### config.mk
export PLATFORM = sky130hd
export DESIGN_NAME = ifetch_ctrl
export DESIGN_NICKNAME = d
export VERILOG_FILES = /design/src/rtl/ifetch_ctrl.sv
export SDC_FILE = /design/constraint.sdc
export NUM_CORES = 1
export LEC_CHECK = 0
export CORE_UTILIZATION = 40
export CTS_CLUSTER_SIZE = 30
export DETAILED_ROUTE_END_ITERATION = 16
export GPL_ROUTABILITY_DRIVEN = 0
export PLACE_DENSITY = 0.75
export SYNTH_ARGS = -nofsm -noshare
export SYNTH_HDL_FRONTEND = slang
export SYNTH_SLANG_ARGS = --single-unit
### constraint.sdc
create_clock -name clk -period 1.8 [get_ports clk]
set_input_delay 0.27 -clock clk [delete_from_list [all_inputs] [get_ports clk]]
set_output_delay 0.27 -clock clk [all_outputs]
set_load 0.05 [all_outputs]
### src/rtl/ifetch_ctrl.sv
// Instruction-fetch controller: single-word fetch over a req/ready/rvalid bus into the IR.
// Optional stalled-fetch abort is enabled by defining IFETCH_TIMEOUT_EN.
module ifetch_ctrl #(
    parameter int          TIMEOUT_CYCLES = 16,
    parameter logic [31:0] NOP_INSN       = 32'h00000013
) (
    input  logic        clk,
    input  logic        rst,
    input  logic        fetch_start,
    input  logic [31:0] pc,
    output logic        mem_req,
    output logic [31:0] mem_addr,
    input  logic        mem_ready,
    input  logic        mem_rvalid,
    input  logic [31:0] mem_rdata,
    output logic [31:0] ir,
    output logic [31:0] instr_pc,
    output logic        ir_valid,
    output logic        pc_write,
    output logic        busy,
    output logic        fault,
    output logic [1:0]  fault_cause
);

    typedef enum logic [2:0] {IDLE, REQ, WAIT, DONE, ERR} state_t;
    state_t state;

    if (TIMEOUT_CYCLES < 2 || TIMEOUT_CYCLES > 255) begin : g_bad_timeout
        $error("ifetch_ctrl: TIMEOUT_CYCLES must be in 2..255");
    end

`ifdef IFETCH_TIMEOUT_EN
    logic [7:0] cnt;
    logic       timeout;
    // Fires in the last allowed REQ/WAIT cycle so ERR is entered on the next edge.
    assign timeout = (cnt + 8'd1) == 8'(TIMEOUT_CYCLES);
`endif

    // mem_addr doubles as the pending-PC register: it is only loaded for aligned PCs.
    always_ff @(posedge clk) begin
        if (rst) begin
            state       <= IDLE;
            mem_req     <= 1'b0;
            mem_addr    <= 32'h0;
            ir          <= NOP_INSN;
            instr_pc    <= 32'h80000000;
            ir_valid    <= 1'b0;
            pc_write    <= 1'b0;
            busy        <= 1'b0;
            fault       <= 1'b0;
            fault_cause <= 2'd0;
`ifdef IFETCH_TIMEOUT_EN
            cnt         <= 8'd0;
`endif
        end else begin
            ir_valid <= 1'b0;
            pc_write <= 1'b0;
            fault    <= 1'b0;
            case (state)
                IDLE: begin
                    if (fetch_start) begin
                        busy <= 1'b1;
                        if (pc[1:0] == 2'b00) begin
                            state    <= REQ;
                            mem_req  <= 1'b1;
                            mem_addr <= pc;
`ifdef IFETCH_TIMEOUT_EN
                            cnt      <= 8'd0;
`endif
                        end else begin
                            state       <= ERR;
                            fault       <= 1'b1;
                            fault_cause <= 2'd0;
                            ir          <= NOP_INSN;
                            instr_pc    <= pc;
                        end
                    end
                end
                REQ: begin
`ifdef IFETCH_TIMEOUT_EN
                    cnt <= cnt + 8'd1;
                    if (timeout) begin
                        state       <= ERR;
                        mem_req     <= 1'b0;
                        fault       <= 1'b1;
                        fault_cause <= 2'd1;
                        ir          <= NOP_INSN;
                        instr_pc    <= mem_addr;
                    end else
`endif
                    if (mem_ready) begin
                        state   <= WAIT;
                        mem_req <= 1'b0;
                    end
                end
                WAIT: begin
`ifdef IFETCH_TIMEOUT_EN
                    cnt <= cnt + 8'd1;
`endif
                    if (mem_rvalid) begin
                        state    <= DONE;
                        ir       <= mem_rdata;
                        instr_pc <= mem_addr;
                        ir_valid <= 1'b1;
                        pc_write <= 1'b1;
                    end
`ifdef IFETCH_TIMEOUT_EN
                    else if (timeout) begin
                        state       <= ERR;
                        fault       <= 1'b1;
                        fault_cause <= 2'd1;
                        ir          <= NOP_INSN;
                        instr_pc    <= mem_addr;
                    end
`endif
                end
                default: begin
                    state <= IDLE;
                    busy  <= 1'b0;
                end
            endcase
        end
    end

endmodule

== Yosys cells after proc, flatten, opt, wreduce, memory -nomap -nowiden ==
Cells that the tools add are included.

* Flip-flop bits (word level): 103
* Latch bits: 0
* RAM bits: 0
* Bits in read-only memories: 0
* Input port bits: 69
* Output and inout bits: 103
* Memories kept: 0

* Add/sub/neg operators: 0
* Multiply operators: 0
* Divide/modulo/power cells: 0
* $lt $le $gt $ge: 0
* Equal/unequal tests: 7
* Shifts and indexed selects: 0
* Multiplexer cells: 21
* Bitwise logic cells: 4
* Reductions and logical operators: 12

{| class="wikitable"
|+ Operator list
! kind !! number
|-
| 32-bit two-way mux || 6
|-
| 32-bit one-hot mux with 2 select lines || 2
|-
| 3-bit two-way mux || 4
|-
| 2-bit inequality test (second input constant) || 5
|-
| 3-bit one-hot mux with 3 select lines || 1
|-
| 4-bit AND reduction || 2
|-
| 1-bit two-way mux || 6
|-
| 3-bit AND reduction || 2
|-
| 1-bit NOT || 4
|-
| 1-bit one-hot mux with 2 select lines || 2
|-
| 2-bit nonzero test || 2
|-
| 2-bit OR reduction || 2
|-
| 3-bit by 1-bit == test with 1-bit output (second input constant) || 1
|-
| 3-bit by 2-bit == test with 1-bit output (second input constant) || 1
|-
| 3-bit zero test || 1
|-
| 3-bit OR reduction || 1
|-
| 2-bit zero test || 1
|-
| 2-bit AND reduction || 1
|}

== Longest topological paths before layout ==
Gate-level depths: netlist of run 1.

* Word-level depth: 4
* Gate-level depth with buffers: 7

== Worst setup path before layout of run 1 ==
No wires, ideal clock.

* Path type: register to register
* From: reg state[1]
* To: reg instr_pc[10]
* Arrival time: 1.439 ns
* Setup slack: 0.280 ns
* Stages on the path, launching flop included: 8
* Path buffers: 4
* Clock period less this slack: 1.520 ns
* Path through: dfxtp_1 buf_6 or3_1 buf_2 and3_1 buf_6 buf_6 a211oi_2

* Word-level cells in the longest chain between the ends: 3
* Elaborated cells on any way between the ends: 8
* Classes of those cells: eq/ne (4); mux (1); reduce/logical (3)

{| class="wikitable"
|+ RTL lines
! item !! RTL line !! RTL
|-
| from (decl) || 26 || <nowiki>state_t state;</nowiki>
|-
| from (signal assigned) || 42 || <nowiki>state <= IDLE;</nowiki>
|-
| from (signal assigned) || 64 || <nowiki>state <= REQ;</nowiki>
|-
| from (signal assigned) || 71 || <nowiki>state <= ERR;</nowiki>
|-
| 3-bit by 2-bit == test with 1-bit output / 3-bit zero test (equally long branches) || 59 || <nowiki>case (state)</nowiki>
|-
| 2-bit inequality test (no line) / 2-bit nonzero test (equally long branches) || n/a ||
|-
| 4-bit AND reduction (no line) || n/a ||
|-
| to (signal assigned) || 75 || <nowiki>instr_pc <= pc;</nowiki>
|-
| to (signal assigned) || 103 || <nowiki>instr_pc <= mem_addr;</nowiki>
|-
| to (decl) || 17 || <nowiki>output logic [31:0] instr_pc,</nowiki>
|}

Parallel ways exist; a longest one is shown, timed or not.
A chain may end at the register's enable or synchronous reset.

== Worst setup path after layout of run 1 ==
* From: reg pc_write
* To: out pc_write

{| class="wikitable"
|+ RTL lines
! item !! RTL line !! RTL
|-
| from (decl) || 19 || <nowiki>output logic pc_write,</nowiki>
|-
| from (signal assigned) || 48 || <nowiki>pc_write <= 1'b0;</nowiki>
|-
| from (signal assigned) || 57 || <nowiki>pc_write <= 1'b0;</nowiki>
|-
| from (signal assigned) || 105 || <nowiki>pc_write <= 1'b1;</nowiki>
|}

No word-level cell between the ends.

==> results of run 1 <==
## layer usage
metal | wire (µm) | part of all wire (%)
met1 | 5580 | 44
met2 | 6140 | 48
met3 | 894 | 7.0
met4 | 182 | 1.4
met5 | 0 | 0
## final cells by class
cell class                      count  share of cell area, %
Tap cell                          136                   2.70
Multi-Input combinational cell    261                   30.7
Clock inverter                      5                  0.794
Timing Repair Buffer              198                   31.1
Clock buffer                       10                   2.03
Sequential cell                   103                   32.7
## power by group through the flow
| stage | registers [µW] | clock network [µW] | logic, µW |
|---|---|---|---|
| 2_1_floorplan | 2960 | 0 | 587 |
| 3_3_place_gp | 2550 | 0 | 1560 |
| 3_5_place_dp | 2550 | 0 | 1590 |
| 4_1_cts | 2500 | 1410 | 1550 |
| 5_1_grt | 2520 | 1500 | 1620 |
| 6_report | 2500 | 1380 | 1550 |
## worst paths after layout
kind / from / to / slack [ns] / cells after the start
setup / recovery: pc_write / pc_write / 0.05 / 1
hold / removal: rst / instr_pc[27] / 0.28 / 2
hold reg to reg: ir[6] / ir[6] / 0.48 / 1
setup reg to reg: state[0] / state[0] / 0.20 / 3
## registers in the layout, summed over array words and instances (netlist names)
name,cells
mem_addr,32
busy,1
ir,32
pc_write,1
instr_pc,32
fault,1
state,3
mem_req,1
## metrics by stage
step                util [%]  setup slack, ns  hold slack, ns
CTS                     60.4         0.000483           0.269
floorplan                  -            0.280           0.386
detailed placement      59.3           -0.156           0.455
global placement        59.3          -0.0924           0.456
global route            61.3          0.00358           0.273
finish                  61.3           0.0455           0.285
## logic make-up after synthesis
group / synth area share [%]
multiplexers: 8.36
AO/OA/AOI/OAI: 29.2
flip-flops: 48.7
other: 0.0885
AND/OR/NAND/NOR: 7.47
buffers and inverters: 6.23
## synth_stat cells, drive strengths merged (2+ instances only)
cell type	instances	share of area, %
or3	2	0.30
clkbuf	26	2.3
nor4	2	0.30
o21bai	4	0.71
nor3	3	0.35
buf	25	3.9
nor3b	2	0.35
a21oi	30	3.5
a31oi	36	5.5
mux2i	32	7.6
nand2	3	0.27
dfxtp	103	49
a22o	29	6.0
o21ai	31	3.7
nand3	30	3.5
mux2	3	0.80
nor2	9	0.86
a211oi	32	9.2
## what timing repair did
item,CTS,global route
hold endpoints to repair,0,0
setup endpoints to repair,46,37
setup buffers,0,0
resized for setup,46,36
hold buffers,0,0
==> key figures, run 1 <==
Status
  • Status: completed

Die
  • Core area: 10300 µm²
  • Initial cell density of the core: 41.2%
  • I/O pins: 172
  • Core Rows: 37
  • Die area: 11000 µm²
  • Die width: 105 µm
  • Die height: 105 µm

Critical path
  • Slowest-stage cell, CP: clkdlybuf4s50_1
  • Worst Setup End Kind: output pin
  • Critical Path Start Type: flip-flop
  • Biggest cell delay along the critical path: 0.79 ns
  • Critical Path AT: 1.48 ns
  • Data required, critical path: 1.53 ns
  • CP delay by family, top: buffers and inverters
  • Worst path bufs/invs: 1
  • Cell Chain, Critical Path: clkdlybuf4s50_1
  • Crit Path Class: reg2out
  • CP max FO: 2

Clock network
  • Clock Tree Buf Depth: 2
  • CTS clk-pin slew, worst paths: 0.09 ns
  • CTS sink count: 103
  • H-tree levels: 3
  • TritonCTS Buffers: 9
  • Clock root buffer: clkbuf_8
  • Clk_lat worst skew: 0.36 ns
  • CTS tree: done

Timing
  • Slew @ Worst Pin: 0.530 ns
  • Final setup fails: 0
  • Slew margin rel.: 64.6%
  • Crit share post-route: 97.5%
  • Period minus WS final: 1.75 ns
  • Max-slew violation count: 0
  • RSZ-0062 raised after global routing: false
  • Setup TNS: 0 ns
  • Clock skew: 0.00335 ns
  • Max Clk Rate: 0.570 GHz
  • Final Hold Fails: 0

Synth
  • #FFs+latches synth: 103
  • Yosys cell types: 36
  • Avg Inst Size Synth: 10.2 µm²
  • Cell Area, Synth: 4240 µm²
  • Top FF cell, synth: dfxtp_1
  • Register area share after synthesis: 48.7%
  • Post-synth ARST share: 0%
  • EDFF count, synth: 0
  • Synthesis Warnings: 0
  • Post-Syn Instances: 414

Pwr
  • Clock power frac: 25.4%
  • Worst IR Drop VDD: 407 µV
  • Pint: 3600 µW
  • Power Dens Cells: 862 nW/µm²
  • Power share of the combinational group: 28.5%
  • Switching share of power: 33.6%
  • Reg power frac: 46.1%
  • Leak pwr: 0.00299 µW
  • Switch Pwr: 1830 µW
  • Tot Pwr: 5430 µW

Finish
  • Multi-input combinational cell area: 1930 µm²
  • Layout fillers: 880
  • Post-layout instance area: 6300 µm²
  • Layout net count: 642
  • Share of cells above drive strength 1: 17.7%
  • Non-filler instance count after layout: 713
  • Commonest non-fill, non-tap cell in the layout: dfxtp_1
  • Diode count: 0
  • Area growth syn-to-layout: 48.7%
  • Register Area: 2060 µm²
  • Most frequent cells in the layout: dfxtp_1 (102), clkdlybuf4s50_1 (68), dlygate4sd2_1 (46), buf_4 (43), dlymetal6s2s_1 (36)

Global route
  • Grt met3 use: 4.93%
  • Most Crowded Layer GR: met2
  • Met1 Track Usage GR: 28.3%
  • First-pass GRT wire length: 19700 µm
  • Met2 usage: 37.6%
  • Largest net degree at the start of global routing: 32
  • Vias in the first global route: 3896
  • GRT overflow: 0
  • Initial antenna violation count: 0
  • GR Util All Layers: 22.4%

Placed design
  • Cell count after placement: 698
  • DP HPWL: 8650 µm
  • Input/output buffers: 169
  • Area after DPL: 6090 µm²

Detailed routing
  • First-pass DRT Iterations: 5
  • Routed WL: 12800 µm
  • Wire per inst: 17.9 µm
  • Routed vias: 4011
  • Vias per cell: 5.63
  • Initial DRC count: 155
  • Final ANT Viol Nets: 0
  • Drc violations: 0

Worst hold path
  • Worst hold path type: in2reg

Job
  • Maxcap violations: 0
Note: power is estimated with default switching activity, not from simulation.
==> run 2: changes to the inputs <==
Settings changed: MAX_ROUTING_LAYER set to met4.
==> key figures, run 2 (synthesis results as in run 1) <==
Status
  • Status: completed

Worst hold path
  • Worst Hold Depth: 2
  • Worst hold start: rst
  • Worst hold path type: in2reg
  • Hold path endpoint: instr_pc[27]

Critical path
  • Worst Setup End Kind: output pin
  • CP delay by family, top: buffers and inverters
  • Slowest-stage cell, CP: clkdlybuf4s50_1
  • Critical Path AT: 1.49 ns
  • Crit Path Class: reg2out
  • Worst R2R Start: state[0]
  • R2r setup slk: 0.20 ns
  • Data required, critical path: 1.53 ns
  • CP max FO: 2
  • Cell Chain, Critical Path: clkdlybuf4s50_1
  • Worst path bufs/invs: 1
  • Critical Path Start Type: flip-flop
  • WP depth: 1
  • FF-to-FF End: state[0]
  • Worst R2R Path Depth: 3
  • Biggest cell delay along the critical path: 0.79 ns

Die
  • Core Rows: 37
  • Die height: 105 µm
  • Core area: 10300 µm²
  • Initial cell density of the core: 41.2%
  • Die width: 105 µm
  • Die area: 11000 µm²
  • I/O pins: 172

Clock network
  • Cts hold-fix bufs: 0
  • CTS clk-pin slew, worst paths: 0.09 ns
  • CTS sink count: 103
  • Clk_lat worst skew: 0.36 ns
  • TritonCTS Buffers: 9
  • CTS tree: done
  • Number of setup buffers added after CTS: 0
  • Clock root buffer: clkbuf_8
  • H-tree levels: 3
  • Clock Tree Buf Depth: 2

Finish
  • Regs by FF count: instr_pc x32, ir x32, mem_addr x32
  • Diode count: 0
  • Layout fillers: 880
  • Most frequent cells in the layout: dfxtp_1 (102), clkdlybuf4s50_1 (68), dlygate4sd2_1 (46), buf_4 (43), dlymetal6s2s_1 (36)
  • Post-layout instance area: 6300 µm²
  • Share of cells above drive strength 1: 17.7%
  • Layout net count: 642
  • Area growth syn-to-layout: 48.7%
  • Commonest non-fill, non-tap cell in the layout: dfxtp_1
  • Non-filler instance count after layout: 713

Global route
  • Vias in the first global route: 3906
  • Initial antenna violation count: 0
  • Largest net degree at the start of global routing: 32
  • GRT overflow: 0
  • GR Util All Layers: 23.1%
  • First-pass GRT wire length: 19700 µm

Timing
  • Period minus WS final: 1.76 ns
  • Slew @ Worst Pin: 0.537 ns
  • Final Hold Fails: 0
  • RSZ-0062 raised after global routing: false
  • WHS: 0.288 ns
  • Max-slew violation count: 0
  • Setup TNS: 0 ns
  • Slew margin rel.: 64.1%
  • Crit share post-route: 97.5%
  • Max Clk Rate: 0.570 GHz
  • Clock skew: 0.00394 ns
  • Final setup fails: 0

Job
  • Maxcap violations: 0

Detailed routing
  • Drc violations: 0
  • Routed vias: 3946
  • First-pass DRT Iterations: 4
  • Routed WL: 12800 µm
  • Wire per inst: 18.0 µm
  • Final ANT Viol Nets: 0
  • Initial DRC count: 152
  • Vias per cell: 5.53

Pwr
  • Leak pwr: 0.00299 µW
  • Power Dens Cells: 862 nW/µm²
  • Worst IR Drop VDD: 407 µV

Placed design
  • Input/output buffers: 169
  • DP HPWL: 8650 µm
  • Area after DPL: 6090 µm²
  • Cell count after placement: 698
[run 2: cell counts in the layout (fill, tap and decap cells not counted)]
Identical to the previous run, type by type.
[run 2: stage by stage]
step                utilization (%)  total power [µW]  setup WS, ns
global placement               59.3              4110       -0.0924
floorplan                         -              3540         0.280
finish                         61.3              5430        0.0447
global route                   61.3              5650       0.00358
detailed placement             59.3              4140        -0.156
CTS                            60.4              5460      0.000483
[run 2: area by class of cell]
type | instances | area [µm²] | share of cell area (%)
multi-input cells | 261 | 1930 | 30.7
clock buffers | 10 | 128 | 2.03
repair buffers | 198 | 1960 | 31.1
well taps | 136 | 170 | 2.70
flip-flops and latches | 103 | 2060 | 32.7
clock inverters | 5 | 50.0 | 0.794
[run 2: power breakdown]
part / leakage [µW] / internal (µW) / total [µW] / switching (µW)
logic: 0.00205 / 567 / 1550 / 982
clock network: 0.0000957 / 627 / 1380 / 752
registers: 0.000840 / 2410 / 2500 / 93.2
[run 2: per-layer routing]
metal / global-route usage (%) / up-vias / routed length, µm
li1: - / 1869 / -
met1: 29.0 / 1922 / 5740
met2: 37.5 / 141 / 6140
met3: 4.43 / 14 / 761
met4: 7.55 / 0 / 162
met5: - / - / 0
[run 2: worst max-delay path by stage]
stage | start | endpoint | slack (ns)
2_1_floorplan | state[1] | instr_pc[10] | 0.28
3_3_place_gp | pc[0] | instr_pc[31] | -0.09
3_5_place_dp | fetch_start | mem_addr[22] | -0.16
4_1_cts | ir[31] | ir[31] | 0.0005
5_1_grt | pc_write | pc_write | 0.004
6_report | pc_write | pc_write | 0.04
[run 2: worst reg2reg max path: stages (launching register included)]
cell,delay (ns)
dfxtp_1,0.55
mux2_2,0.39
or3_1,0.32
a211oi_1,0.24
[run 2: repair_timing]
action / CTS / global route
gates resized for setup: 46 / 36
endpoints found under the setup margin: 46 / 37
endpoints found under the hold margin: 0 / 0
pin swaps: 0 / 0
==> run 3: changes to the inputs <==
Settings changed: CAP_MARGIN set to 30, PLACE_DENSITY 0.75 to 0.73.
==> key figures, run 3 (synthesis results as in run 1) <==
Pwr
  • Switching share of power: 34.1%
  • Clock power frac: 27.6%
  • Worst IR Drop VDD: 527 µV
  • Power share of the combinational group: 27.3%
  • Tot Pwr: 5550 µW
  • Reg power frac: 45.1%
  • Power Dens Cells: 889 nW/µm²
  • Pint: 3660 µW
  • Leak pwr: 0.00275 µW
  • Switch Pwr: 1890 µW

Finish
  • Layout fillers: 889
  • Area growth syn-to-layout: 47.5%
  • Regs by FF count: instr_pc x32, ir x32, mem_addr x32
  • Layout net count: 639
  • Commonest non-fill, non-tap cell in the layout: dfxtp_1
  • Share of cells above drive strength 1: 17.4%
  • Post-layout instance area: 6250 µm²
  • Diode count: 0
  • Most frequent cells in the layout: dfxtp_1 (102), dlygate4sd2_1 (68), clkdlybuf4s50_1 (67), buf_4 (38), a31oi_1 (35)

Timing
  • Final Hold Fails: 0
  • Clock skew: 0.0134 ns
  • Slew margin rel.: 65.2%
  • Final setup fails: 0
  • RSZ-0062 raised after global routing: false
  • Max-slew violation count: 0
  • Crit share post-route: 92.9%
  • Setup TNS: 0 ns
  • Max Clk Rate: 0.598 GHz
  • Slew @ Worst Pin: 0.522 ns
  • Period minus WS final: 1.67 ns
  • WHS: 0.234 ns
  • PnR worst setup slack: 0.129 ns

Critical path
  • Origin of the worst setup path: state[1]
  • CP max FO: 15
  • Critical Path Start Type: flip-flop
  • Slowest-stage cell, CP: or3_1
  • Crit Path Class: reg2reg
  • R2r setup slk: 0.13 ns
  • Biggest cell delay along the critical path: 0.49 ns
  • Worst R2R Path Depth: 4
  • Data required, critical path: 2.09 ns
  • Worst R2R Start: state[1]
  • Worst Setup End Kind: flip-flop
  • CP delay by family, top: simple AND/OR/NAND/NOR gates
  • Critical Path AT: 1.96 ns
  • Worst path bufs/invs: 1
  • Cell Chain, Critical Path: or3_1 > and3_2 > buf_4 > a211oi_2
  • FF-to-FF End: instr_pc[9]

Clock network
  • Cts hold-fix bufs: 0
  • CTS tree: done
  • TritonCTS Buffers: 9
  • Clock Tree Buf Depth: 2
  • CTS clk-pin slew, worst paths: 0.11 ns
  • Clock root buffer: clkbuf_8
  • H-tree levels: 3
  • CTS sink count: 103
  • Number of setup buffers added after CTS: 0
  • Clk_lat worst skew: 0.36 ns

Die
  • I/O pins: 172
  • Initial cell density of the core: 41.2%
  • Core area: 10300 µm²
  • Die area: 11000 µm²
  • Die width: 105 µm
  • Core Rows: 37
  • Die height: 105 µm

Placed design
  • Area after DPL: 6080 µm²
  • DP HPWL: 8880 µm
  • Input/output buffers: 169
  • Place WS: -0.197 ns

Detailed routing
  • Routed vias: 3921
  • Routed WL: 12900 µm
  • Vias per cell: 5.51
  • Wire per inst: 18.1 µm
  • Initial DRC count: 266
  • Final ANT Viol Nets: 0
  • First-pass DRT Iterations: 4
  • Drc violations: 0

Job
  • Maxcap violations: 0

Global route
  • Largest net degree at the start of global routing: 39
  • GR Util All Layers: 23.4%
  • Initial antenna violation count: 0
  • First-pass GRT wire length: 19900 µm
  • Vias in the first global route: 3764
  • GRT overflow: 0

Worst hold path
  • Worst hold path type: in2reg
  • Worst Hold Depth: 2
  • Worst hold start: rst
  • Hold path endpoint: state[1]

Status
  • Status: completed
run 3: changes by cell type in the layout (fill, tap and decap cells not counted), sizes merged:
cell and delta:
dlymetal6s2s -20, buf -4, clkinv -3, dlygate4sd2 +22, clkdlybuf4s50 -1, inv +4
run 3: worst max path at each step:
stage	end	slack (ns)	depth (start not counted)
after floorplan	instr_pc[10]	0.28	7
after global placement	instr_pc[31]	-0.18	5
after detailed placement	instr_pc[7]	-0.20	5
after CTS	ir[17]	0.0008	1
after global routing	instr_pc[3]	0.02	4
final	instr_pc[9]	0.13	4
run 3: routing by layer:
| metal | vias up | part of all wire [%] | GRT usage, % |
|---|---|---|---|
| met4 | 0 | 1.3 | 6.14 |
| met1 | 1878 | 44 | 28.6 |
| li1 | 1869 | - | - |
| met2 | 160 | 47 | 38.1 |
| met5 | - | 0 | - |
| met3 | 14 | 6.8 | 6.36 |
run 3: layout make-up:
cell class | instances | area (µm²) | share of cell area, %
multi-input combinational | 261 | 1930 | 30.9
clock inverter | 6 | 73.8 | 1.18
timing repair buffer | 195 | 1870 | 30.0
tap | 136 | 170 | 2.72
clock buffer | 10 | 138 | 2.20
sequential | 103 | 2060 | 33.0
run 3: power groups by stage:
stage          registers (µW)  clock network (µW)  logic [µW]
4_1_cts                  2510                1580        1520
5_1_grt                  2520                1670        1600
2_1_floorplan            2960                   0         587
3_5_place_dp             2560                   0        1580
6_report                 2510                1530        1520
3_3_place_gp             2560                   0        1560
run 3: through the flow:
stage / cells / utilization (%)
2_1_floorplan: 415 / -
3_3_place_gp: 695 / 59.2
3_5_place_dp: 695 / 59.2
4_1_cts: 711 / 60.4
5_1_grt: 711 / 60.8
6_report: 711 / 60.8
run 3: what timing repair did:
item / CTS / global route
cloned: 0 / 0
gates resized for setup: 68 / 16
setup endpoints to repair: 68 / 16
==> RTL edit 1: new RTL, flow settings as in run 1 <==
Change the parameter `NOP_INSN` from 32'h00000013 to 32'h00000009.
--- a/src/rtl/ifetch_ctrl.sv
+++ b/src/rtl/ifetch_ctrl.sv
@@ -3,5 +3,5 @@
 module ifetch_ctrl #(
     parameter int          TIMEOUT_CYCLES = 16,
-    parameter logic [31:0] NOP_INSN       = 32'h00000013
+    parameter logic [31:0] NOP_INSN       = 32'h00000009
 ) (
     input  logic        clk,
Formal check against the unedited RTL: not equivalent (Yosys sat finds a counterexample within 4 cycles, from zero or initial values and one cycle with rst high).
==> RTL edit 1 against run 1 <==
Final cell count shrank 0.84%. Synthesized area shrank 0.94%. Via count shrank 1.7%. Sequential cell count is the same. Power shrank 2.7%. First-iteration DRC count grew 26%. Register-to-register slack lost 50 ps. Final area shrank 1.4%. Fmax grew 0.93%. Clock power grew 6%. Worst setup slack gained 16 ps. Routed wire length shrank 0.98%. Critical path type unchanged. Largest power group unchanged. Highest routed layer unchanged.
==> RTL edit 1: results (changes against run 1) <==
- NumNets Final: 636 (was 642)
- Asr flop ratio synth: 0 (unchanged)
- Final Hold Vio Count: 0 (unchanged)
- Top cell family by delay on the critical path: buffers and inverters (unchanged)
- Overall global routing resource usage: 0.230 (was 0.224)
- CP max stage cell: clkdlybuf4s50_1 (unchanged)
- Top cells by area, synth: dfxtp_1 (49%), a211oi_2 (8.6%), mux2i_1 (7.6%), a22o_1 (6.3%), a31oi_1 (4.8%) (was dfxtp_1 (49%), a211oi_2 (8.9%), mux2i_1 (7.6%), a22o_1 (6.0%), a31oi_1 (5.2%))
- Routed WL per cell: 17.9 µm (about the same)
- Pre-Repair DR Iteration Count: 4 (was 5)
- Part of the Yosys area used for sequential elements: 0.491 (was 0.487)
- Clk pin slew, worst setup/hold paths: 90 ps (about the same)
- Multiplexer area fraction after synthesis: 0.0790 (was 0.0836)
- Top_reg_cell synth: dfxtp_1 (unchanged)
- IO Port Bufs: 169 (unchanged)
- Synth Area in XOR/XNOR: 0 (unchanged)
- Maximum vdd drop: 0.000425 V (was 0.000407 V)
- Peak per-stage delay on the critical path: approximately 800 ps
- Worst EP arrival: between 1000 and 1500 ps
- First-pass GRT wire length: 20.1 mm (was 19.7 mm)
- Fill cell count: 871 (was 880)
- Clk buf depth: 2 (unchanged)
- Rel. slew slack: 0.639 (was 0.646)
- Top Registers: instr_pc: 32 flops, ir: 32 flops, mem_addr: 32 flops (unchanged)
- Clock root buffer: clkbuf_8 (unchanged)
- Area fraction in compound gates after synthesis: 0.289 (was 0.292)
- Max Clock Skew: 12.2 ps (was 3.35 ps)
- Hold Crit Class: in -> reg (unchanged)
- Clk_lat worst skew: 360 ps (about the same)
- Placed wire-length estimate: 8.63 mm (was 8.65 mm)
- Adder and majority cell fraction of the synthesized area: 0 (unchanged)
- # diodes: 0 (unchanged)
- Initial antenna violation count: 0 (unchanged)
- Synth cell count leaders: dfxtp_1 (103), a21oi_1 (33), a31oi_1 (32), mux2i_1 (32) (was dfxtp_1 (103), a31oi_1 (35), mux2i_1 (32), o21ai_0 (31))
- Largest net degree at the start of global routing: 42 (was 32)
- DRT iter0 DRCs: 195 (was 155)
- Status: finished, final reports clean (unchanged)
- Worst-path maximum fanout: 1 (was 2)
- Share of cells above drive strength 1: 0.173 (was 0.177)
- Post-synth cell types: 37 (was 36)
- Fraction of power spent switching nets: 0.324 (was 0.336)
- Synth warnings: 0 (unchanged)
- Via/cell ratio: 5.58 (was 5.63)
- Cts bufs inserted: 9 (unchanged)
- Static Leak: 2.75 nW (was 2.99 nW)
- Vias in the first global route: 3,863 (was 3,896)
-- RTL edit 1: changes by cell type after synthesis, sizes merged, moves of 2 or more --
cell | before | now
buf | 25 | 22
o21bai | 4 | 0
a21boi | 0 | 2
a31oi | 36 | 32
a21oi | 30 | 33
nand2b | 1 | 4
nor3 | 3 | 1
clkbuf | 26 | 29
mux2 | 3 | 1
nor2 | 9 | 7
o32a | 0 | 2
a211oi | 32 | 29
-- RTL edit 1: what timing repair did --
action                                  4_1_cts  5_1_grt
endpoints found under the setup margin       63       19
gates cloned                                  0        0
pin swaps                                     0        0
setup buffers                                 0        0
resized for setup                            63       19
-- RTL edit 1: stage by stage --
step	hold slack, ps	instances	worst slack [ps]	setup TNS, ps	instance area [µm²]
after CTS	204	707	0.393	0	6170
after detailed placement	458	692	-201	-13710	6050
after floorplan	399	410	278	0	4200
after global routing	215	707	2.02	0	6220
final	218	707	61.7	0	6220
after global placement	455	692	-151	-11340	6050
-- RTL edit 1: path summary, 6_finish.rpt --
| check | start | endpoint | slack, ps | cells after the start |
|---|---|---|---|---|
| max | fault$_SDFF_PP0_ | fault | 60 | 1 |
| min | rst | instr_pc[2]$_SDFFE_PP0P_ | 220 | 2 |
| max reg2reg | state[1]$_SDFFE_PP0P_ | instr_pc[8]$_SDFFE_PP0P_ | 150 | 4 |
| min reg2reg | ir[21]$_SDFFE_PP0P_ | ir[21]$_SDFFE_PP0P_ | 470 | 1 |
-- RTL edit 1: final cells by class --
class	instances	area, µm²	share of cell area
repair buffers	197	1890	0.303
clock inverters	4	55.1	0.00886
well taps	136	170	0.0274
inverters	1	3.75	0.000604
clock buffers	11	141	0.0227
flip-flops and latches	103	2060	0.332
multi-input cells	255	1900	0.305
-- RTL edit 1: power groups by stage --
stage               sequential (mW)  combinational (mW)  clock (mW)
floorplan                      2.90               0.484           0
global placement               2.53                1.37           0
detailed placement             2.53                1.40           0
CTS                            2.47                1.36        1.50
global route                   2.49                1.42        1.59
finish                         2.47                1.35        1.46
-- RTL edit 1: cell families (layout without fill, tap and decap cells) --
family                 count (synthesis)  after routing
AO/OA/AOI/OAI                        163            163
AND/OR/NAND/NOR                       57             57
flip-flops                           103            103
multiplexers                          33             33
other                                  1              2
buffers and inverters                 52            213
-- RTL edit 1: layer usage --
layer / GRT usage / routed length, µm / part of all wire
met1: 0.278 / 5450 / 0.43
met4: 0.0888 / 189 / 0.015
met5: 0 / 0 / 0
met2: 0.393 / 6230 / 0.49
met3: 0.0533 / 787 / 0.062
==> RTL edit 2: new RTL, settings of run 1 <==
Made on the original files. Encoding of `state_t`: now Gray code (3 bits for 5 states).
--- a/src/rtl/ifetch_ctrl.sv
+++ b/src/rtl/ifetch_ctrl.sv
@@ -23,5 +23,5 @@
 );
 
-    typedef enum logic [2:0] {IDLE, REQ, WAIT, DONE, ERR} state_t;
+    typedef enum logic [2:0] {IDLE = 3'b000, REQ = 3'b001, WAIT = 3'b011, DONE = 3'b010, ERR = 3'b110} state_t;
     state_t state;
 
Function: no difference found for any inputs over 4 cycles, from zero or initial values and one cycle with rst high; so few cycles prove little.
==> RTL edit 2 against run 1 <==
Routed wire length increased by 1.6%. Worst setup slack improved by 160 ps. Synthesized area increased by 4.6%. Sequential share of layout area decreased by 1.5 points. Final area increased by 4.7%. Power decreased by 5.4%. Clock skew increased by 9.4 ps. Sequential cell count unchanged. Global-route usage decreased by 0.096 points. Register-to-register slack improved by 50 ps.
==> RTL edit 2: results (changes against run 1) <==
- Clk pin slew, worst setup/hold paths: 90 ps (about the same)
- Vias in the first global route: 3,983 (was 3,896)
- Part of the Yosys area used for sequential elements: 0.465 (was 0.487)
- Max Clock Skew: 12.8 ps (was 3.35 ps)
- Worst-path maximum fanout: 19 (was 2)
- Total sequential power: 2.44 mW (was 2.50 mW)
- Synth cell count leaders: dfxtp_1 (103), a21oi_1 (61), nor2_1 (41), clkbuf_1 (34), o21ai_0 (33) (was dfxtp_1 (103), a31oi_1 (35), mux2i_1 (32), o21ai_0 (31))
- Placed wire-length estimate: 9.12 mm (was 8.65 mm)
- Placed insts: 754 (was 698)
- Placed inst area: 6340 µm² (was 6090 µm²)
- Vias: 4,193 (was 4,011)
- Avg Inst Size Synth: 9.39 µm² (was 10.2 µm²)
- IO Port Bufs: 169 (unchanged)
- Share of cells above drive strength 1: 0.151 (was 0.177)
- Endpoint of the worst hold path: mem_addr[23]$_SDFFE_PP0P_ (was instr_pc[27]$_SDFFE_PP0P_)
- Worst EP arrival: 1830 ps (was 1480 ps)
- Peak per-stage delay on the critical path: 540 ps (was 790 ps)
- DRT iter0 DRCs: 207 (was 155)
- CP max stage cell: or4b_4 (was clkdlybuf4s50_1)
- Reg2Reg Setup Slack: 250 ps (was 200 ps)
- Pre-Repair DR Iteration Count: 4 (was 5)
- Fill cell count: 948 (was 880)
- Hold Slack: 370 ps (was 285 ps)
- Post-synth cell types: 33 (was 36)
- Static Leak: 3.39 nW (was 2.99 nW)
- Cts bufs inserted: 9 (unchanged)
- Maximum vdd drop: 0.000503 V (was 0.000407 V)
- Top cell family by delay on the critical path: buffers and inverters (unchanged)
- Clk network pwr share: 0.276 (was 0.254)
- Clk_lat worst skew: 360 ps (about the same)
- Rel. slew slack: 0.645 (was 0.646)
- Wirelength, routed: 13.0 mm (was 12.8 mm)
- First-pass GRT wire length: 20.2 mm (was 19.7 mm)
- R2R Path Start: state[2]$_SDFFE_PP0P_ (was state[0]$_SDFFE_PP0P_)
- Largest net degree at the start of global routing: 43 (was 32)
- NetSw: 1.62 mW (was 1.83 mW)
- NumNets Final: 694 (was 642)
- Power per Cell Area: 778 nW/µm² (was 862 nW/µm²)
- # diodes: 0 (unchanged)
- Reg2reg end: instr_pc[9]$_SDFFE_PP0P_ (was state[0]$_SDFFE_PP0P_)
- R2R cell count: 4 (was 3)
- Initial antenna violation count: 0 (unchanged)
- Setup WS pre-CTS: -191 ps (was -156 ps)
- Routed WL per cell: 16.9 µm (was 17.9 µm)
- Top cells by area, synth: dfxtp_1 (47%), a221oi_2 (9.8%), mux2i_1 (7.2%), a21oi_1 (6.9%), o211ai_1 (4.9%) (was dfxtp_1 (49%), a211oi_2 (8.9%), mux2i_1 (7.6%), a22o_1 (6.0%), a31oi_1 (5.2%))
- Status: finished, final reports clean (unchanged)
- Overall global routing resource usage: 0.223 (was 0.224)
- # resized after CTS: 39 (was 46)
[RTL edit 2: cell count changes after synthesis, sizes merged, moves of 28 or more]
cell	delta
o211ai	+29
a211oi	-29
a221oi	+30
a21oi	+31
a22o	-29
a31oi	-35
nor2	+32
nand2	+28
[RTL edit 2: logic make-up after synthesis]
group / count (synthesis) / share of synthesized area
flip-flops: 103 / 0.465
AND/OR/NAND/NOR: 113 / 0.120
buffers and inverters: 59 / 0.0652
other: 1 / 0.000846
AO/OA/AOI/OAI: 164 / 0.277
multiplexers: 32 / 0.0723
[RTL edit 2: worst max-delay path by stage]
stage / from / to / slack, ps / depth (start not counted)
after floorplan: state[0]$_SDFFE_PP0P_ / instr_pc[10]$_SDFFE_PP0P_ / 150 / 6
after global routing: fetch_start / mem_addr[21]$_SDFFE_PP0P_ / 150 / 5
final: fetch_start / instr_pc[9]$_SDFFE_PP0P_ / 200 / 5
after global placement: fetch_start / instr_pc[0]$_SDFFE_PP0P_ / -180 / 5
after CTS: instr_pc[10]$_SDFFE_PP0P_ / instr_pc[10] / 0.3 / 1
after detailed placement: fetch_start / instr_pc[9]$_SDFFE_PP0P_ / -190 / 5
[RTL edit 2: layout make-up]
cell class / instances / area [µm²] / area share
multi-input combinational: 311 / 2090 / 0.317
timing repair buffer: 198 / 2070 / 0.314
sequential: 103 / 2060 / 0.312
tap: 140 / 175 / 0.0265
clock buffer: 11 / 131 / 0.0199
clock inverter: 5 / 58.8 / 0.00891
inverter: 2 / 7.51 / 0.00114
[RTL edit 2: layer usage]
metal  vias to the layer above  share of wire  GRT usage
met1                      2000           0.43      0.290
met5                         -              0          0
met3                        21          0.075     0.0472
met2                       151           0.48      0.365
met4                         0          0.023     0.0793
li1                       2021              -          -
